**src/rtl/regfile_pkg.sv**
```systemverilog
// rtl/regfile_pkg.sv - shared sizes and constants for the register file slice
package regfile_pkg;
   localparam int REG_W = 6;
   localparam int XLEN = 32;
   localparam int NREG = 64;
   localparam logic [REG_W-1:0] ZERO_IDX = '0;
endpackage

```
**src/rtl/regfile_scoreboard.sv**
```systemverilog
// rtl/regfile_scoreboard.sv - pending-write busy vector, hazard stall and issue handshake
module regfile_scoreboard
   import regfile_pkg::*;
(
   input  logic             clk,
   input  logic             rstn,
   input  logic             regwrite,
   input  logic [REG_W-1:0] rd,
   input  logic             issue_valid,
   input  logic             issue_regwrite,
   input  logic [REG_W-1:0] issue_rd,
   input  logic             issue_use_rs1,
   input  logic             issue_use_rs2,
   input  logic [REG_W-1:0] rs1,
   input  logic [REG_W-1:0] rs2,
   output logic             stall,
   output logic             issued
);

   logic [NREG-1:0] busy_q;
   logic [NREG-1:0] busy_d;
   logic [NREG-1:0] busy_eff;

   always_comb begin
      busy_eff = busy_q;
      if (regwrite) busy_eff[rd] = 1'b0;
      stall = issue_valid & ((issue_use_rs1 & busy_eff[rs1]) |
                             (issue_use_rs2 & busy_eff[rs2]) |
                             (issue_regwrite & busy_eff[issue_rd]));
      issued = issue_valid & ~stall;

      // Set is applied after clear so a new producer wins over the retiring one.
      busy_d = busy_q;
      if (regwrite) busy_d[rd] = 1'b0;
      if (issued && issue_regwrite && issue_rd != ZERO_IDX) busy_d[issue_rd] = 1'b1;
      busy_d[ZERO_IDX] = 1'b0;
   end

   always_ff @(posedge clk or negedge rstn) begin
      if (!rstn) busy_q <= '0;
      else       busy_q <= busy_d;
   end

endmodule

```
**src/rtl/regfile.sv**
```systemverilog
// rtl/regfile.sv - 64x32 int/float register file with write bypass and issue scoreboard
module regfile
   import regfile_pkg::*;
(
   input  logic             clk,
   input  logic             rstn,
   input  logic             regwrite,
   input  logic [REG_W-1:0] rd,
   input  logic [XLEN-1:0]  regwdata,
   input  logic [REG_W-1:0] rs1,
   input  logic [REG_W-1:0] rs2,
   output logic [XLEN-1:0]  rs1_data,
   output logic [XLEN-1:0]  rs2_data,
   input  logic             issue_valid,
   input  logic             issue_regwrite,
   input  logic [REG_W-1:0] issue_rd,
   input  logic             issue_use_rs1,
   input  logic             issue_use_rs2,
   output logic             stall,
   output logic             issued
);

   logic [XLEN-1:0] mem_q [NREG];
   logic [XLEN-1:0] mem_d [NREG];

   always_comb begin
      mem_d = mem_q;
      if (regwrite && rd != ZERO_IDX) mem_d[rd] = regwdata;
   end

   always_ff @(posedge clk or negedge rstn) begin
      if (!rstn) begin
         for (int i = 0; i < NREG; i++) mem_q[i] <= '0;
      end else begin
         mem_q <= mem_d;
      end
   end

   // Bypass lets decode see a value in the same cycle it is written back.
   always_comb begin
      rs1_data = mem_q[rs1];
      if (regwrite && rd == rs1) rs1_data = regwdata;
      if (rs1 == ZERO_IDX)       rs1_data = '0;
      rs2_data = mem_q[rs2];
      if (regwrite && rd == rs2) rs2_data = regwdata;
      if (rs2 == ZERO_IDX)       rs2_data = '0;
   end

   regfile_scoreboard u_scoreboard (
      .clk            (clk),
      .rstn           (rstn),
      .regwrite       (regwrite),
      .rd             (rd),
      .issue_valid    (issue_valid),
      .issue_regwrite (issue_regwrite),
      .issue_rd       (issue_rd),
      .issue_use_rs1  (issue_use_rs1),
      .issue_use_rs2  (issue_use_rs2),
      .rs1            (rs1),
      .rs2            (rs2),
      .stall          (stall),
      .issued         (issued)
   );

endmodule
```
**config.mk**
```make
export PLATFORM = sky130hd
export DESIGN_NAME = regfile
export DESIGN_NICKNAME = d
export VERILOG_FILES = /design/src/rtl/regfile_pkg.sv /design/src/rtl/regfile_scoreboard.sv /design/src/rtl/regfile.sv
export SDC_FILE = /design/constraint.sdc
export NUM_CORES = 2
export LEC_CHECK = 0
export ABC_CLOCK_PERIOD_IN_PS = 13300
export BUFFER_PORTS_ARGS = -buffer_cell sky130_fd_sc_hd__buf_4
export CORE_MARGIN = 5
export CORE_UTILIZATION = 30
export DETAILED_ROUTE_END_ITERATION = 10
export PLACE_DENSITY = 0.56
export SLEW_MARGIN = 10
export SYNTH_ARGS = -nofsm -noshare
export SYNTH_HDL_FRONTEND = slang
export SYNTH_SLANG_ARGS = --single-unit
```
**constraint.sdc**
```tcl
create_clock -name clk -period 13.3 [get_ports clk]
set_input_delay 2.66 -clock clk [delete_from_list [all_inputs] [get_ports clk]]
set_output_delay 2.66 -clock clk [all_outputs]
set_load 0.01 [all_outputs]
```
==> impl_metrics.ini <==
[run_status]
status = complete, no violations

[worst_setup_path]
r2r_end = u_scoreboard.busy_q[41]$_DFF_PN0_
start_kind = primary input
worstRegToRegCells = 9
timing.rr.start = u_scoreboard.busy_q[44]$_DFF_PN0_
end_kind = output pin
worstSetupPathType = in2out
arrival_ps = 7210
r2r_slack_ps = 9920
crit_required_ps = 10640
cp_max_fo = 69

[cells_and_area]
final_core_util_pct = 33.67
n_fill_cell = 35800
drive_gt1_share_pct = 57.25
nets = 6949
area_growth_syn_to_layout_pct = 11.99

[yosys]
ys_ff_latch = 2111
avgSynthCellArea_sq_um = 15.77
synth_nets = 7269
yosysTopAreaCellShare_pct = 46.48
synth_top_cell_by_area = dfrtp_1
yosysUniqueCellTypes = 82
syn_area_sq_um = 113600
async_flop_share_pct = 100.0
syn_inst = 7206
ys_seq_area_share_pct = 46.48
synth_edf_count = 0
synth.area.top_cells = dfrtp_1, mux4_2, mux2_2, clkbuf_1, nand2_1
ys_warn_count = 0
synth_ff_type = dfrtp_1

[timing]
rsz0062_at_grt = no
slew_headroom_pct = 16.07
finalCritPeriodShare_pct = 74.21
setup_viol = 0
skew_ps = 35.03
tns_ps = 0
min_period_ps = 9870
hold_viol = 0
slew_viol_final = 0
setup_ws_ps = 3430
worstMarginPinSlew_ps = 1256
max_clock_freq_ghz = 0.1013

[placement]
dp_slack_ps = 3517
dpl.hpwl_mm = 229.3
port_buffers = 128
routabilityCongestion = 0.8473

[cts]
clockBufferDepth = 4
htreeDepth = 4
cts_made_buffers = 225
insertion_delay_ps = 900
cts_root_buffer = clkbuf_16
tritoncts = done
post-cts-setup-buffers = 0
clk_pin_slew_ps = 60
cts_resized = 0
cts.sink_count = 2111
hold_buffers = 0

[worst_hold_path]
min_path_cells = 0
hp-start = mem_q[2022]$_DFFE_PN0P_
hp-class = reg2reg
holdPathEnd = mem_q[2022]$_DFFE_PN0P_

[route]
routed_wl_mm = 396.7
drc = 0
drt_iter0_drc = 6472
vias_per_cell = 5.799
drtAntennaViolNets = 0
route.vias.total = 70080
wire_per_inst_um = 32.82
drtPass1Iterations = 6

[floorplanning]
core_sq_um = 378100
initial_core_util_pct = 30.06
io_pins = 129
die_area_sq_um = 391200
chipHeight_um = 625.5
num_rows = 226
die_x_um = 625.5

[power_and_ir_drop]
p_sw_mw = 4.708
p_sw_share_pct = 26.77
powerDensity_nw_per_um2 = 138.2
p_comb_share_pct = 17.9
clock_power_share_pct = 37.5
power_leakage_nw = 54.28
power.internal_mw = 12.88
power_frac_seq_pct = 44.6
ir_worst_vdd_mv = 0.1058

[global_routing]
grt_max_degree = 178
grt-ovfl-total = 0
antenna_found_initial = 11
met1_usage_pct = 25.63
gr-usage-met3_pct = 3.442
grt_pass1_vias = 74970
busiest_layer = met2
use_met2_pct = 33.50
grt_pass1_wl_mm = 571.6
grtUsageTotal_pct = 20.03

[job]
drv_cap = 0
layout by cell type (no fill, tap or decap), types with 6 or more instances in the layout:
| master | count |
|---|---|
| xor2_1 | 6 |
| a21oi_1 | 36 |
| o21ai_1 | 11 |
| o21ai_0 | 43 |
| nor3_1 | 7 |
| nand2_4 | 14 |
| a221oi_1 | 7 |
| inv_1 | 7 |
| clkbuf_16 | 229 |
| a22o_1 | 6 |
| nor2_4 | 48 |
| a211oi_1 | 63 |
| o31ai_2 | 23 |
| xnor2_1 | 6 |
| nor2b_1 | 35 |
| a31oi_1 | 6 |
| nand3_1 | 10 |
| clkinvlp_4 | 7 |
| nand2_1 | 315 |
| o211ai_1 | 18 |
| buf_4 | 266 |
| mux4_2 | 1324 |
| nand4_1 | 10 |
| a22oi_1 | 17 |
| nand3b_1 | 10 |
| o31ai_1 | 40 |
| buf_8 | 8 |
| mux2_2 | 1924 |
| clkbuf_8 | 54 |
| clkbuf_1 | 34 |
| buf_12 | 24 |
| dfrtp_1 | 2111 |
| nor2_1 | 85 |
| clkinv_2 | 55 |
| bufinv_16 | 21 |
| mux2i_1 | 74 |
per-layer routing:
metal | routed length (um) | up-vias
li1 | - | 27360
met1 | 157300 | 39170
met2 | 194900 | 2717
met3 | 24870 | 826
met4 | 19600 | 6
met5 | 36 | -
area by class of cell:
type	instances	area (sq um)	area share (%)
repair buffers	301	2648	2.080
multi-input cells	4239	57870	45.46
diodes	5	12.51	0.009831
flip-flops and latches	2111	52830	41.50
clock inverters	89	1011	0.7943
clock buffers	317	6601	5.187
well taps	5016	6276	4.931
inverters	8	37.54	0.02949
critical path, stage by stage:
cell and delay [ps]:
buf_8 590, buf_12 390, buf_4 820, mux4_2 420
mux4_2 450, nor2b_1 160, a211oi_1 600, a211oi_1 160
a21oi_1 300, nor2_1 90, buf_4 180
through the flow:
stage	hold slack (ps)	cell area (sq um)	instances	power, mW
after floorplan	441.3	113600	7206	10.00
after global placement	376.7	119600	11670	10.95
after detailed placement	382.8	119700	11680	11.10
after CTS	399.0	127300	12080	17.72
after global routing	406.4	127300	12090	18.25
final	395.3	127300	12090	17.59
how the worst max path moves through the flow:
stage / from / to / slack [ps] / depth (start not counted)
2_1_floorplan: rs1[0] / rs1_data[20] / 5410 / 8
3_5_place_dp: rs1[0] / rs1_data[18] / 3520 / 9
5_1_grt: rs1[0] / rs1_data[18] / 3460 / 9
4_1_cts: rs1[0] / rs1_data[18] / 3510 / 9
3_3_place_gp: rs1[0] / rs1_data[17] / 3390 / 10
6_report: rs1[1] / rs1_data[19] / 3430 / 11
power by group through the flow:
stage          sequential, mW  combinational (mW)  clock [mW]
2_1_floorplan            7.74                2.26           0
3_3_place_gp             7.86                3.09           0
3_5_place_dp             7.95                3.15           0
4_1_cts                  7.83                3.16        6.73
5_1_grt                  7.95                3.33        6.96
6_report                 7.84                3.14        6.60
flip-flops by register name, summed over array words and instances, names as in the netlist:
signal / count
mem_q: 2048
u_scoreboard.busy_q: 63
kinds of logic after synthesis:
logic type | share of synthesized area [%]
AO/OA/AOI/OAI | 1.989
AND/OR/NAND/NOR | 2.417
multiplexers | 45.97
flip-flops | 46.48
XOR/XNOR | 0.09248
buffers and inverters | 3.053
synthesized netlist by cell type, drive strengths merged (6+ instances only):
library cell / count
nand4: 12
nand3b: 11
o211ai: 18
mux2: 1925
mux2i: 74
a21oi: 36
nor3: 8
nand3: 11
or3b: 6
a221oi: 7
a22o: 6
nand2: 331
nor2: 133
mux4: 1324
dfrtp: 2111
a211oi: 65
a31oi: 6
o21ai: 60
a22oi: 17
nand4b: 8
clkbuf: 576
xor2: 6
buf: 272
nor3b: 7
xnor2: 6
o31ai: 63
inv: 8
nor2b: 35
Power figures use the tool's default switching activity.
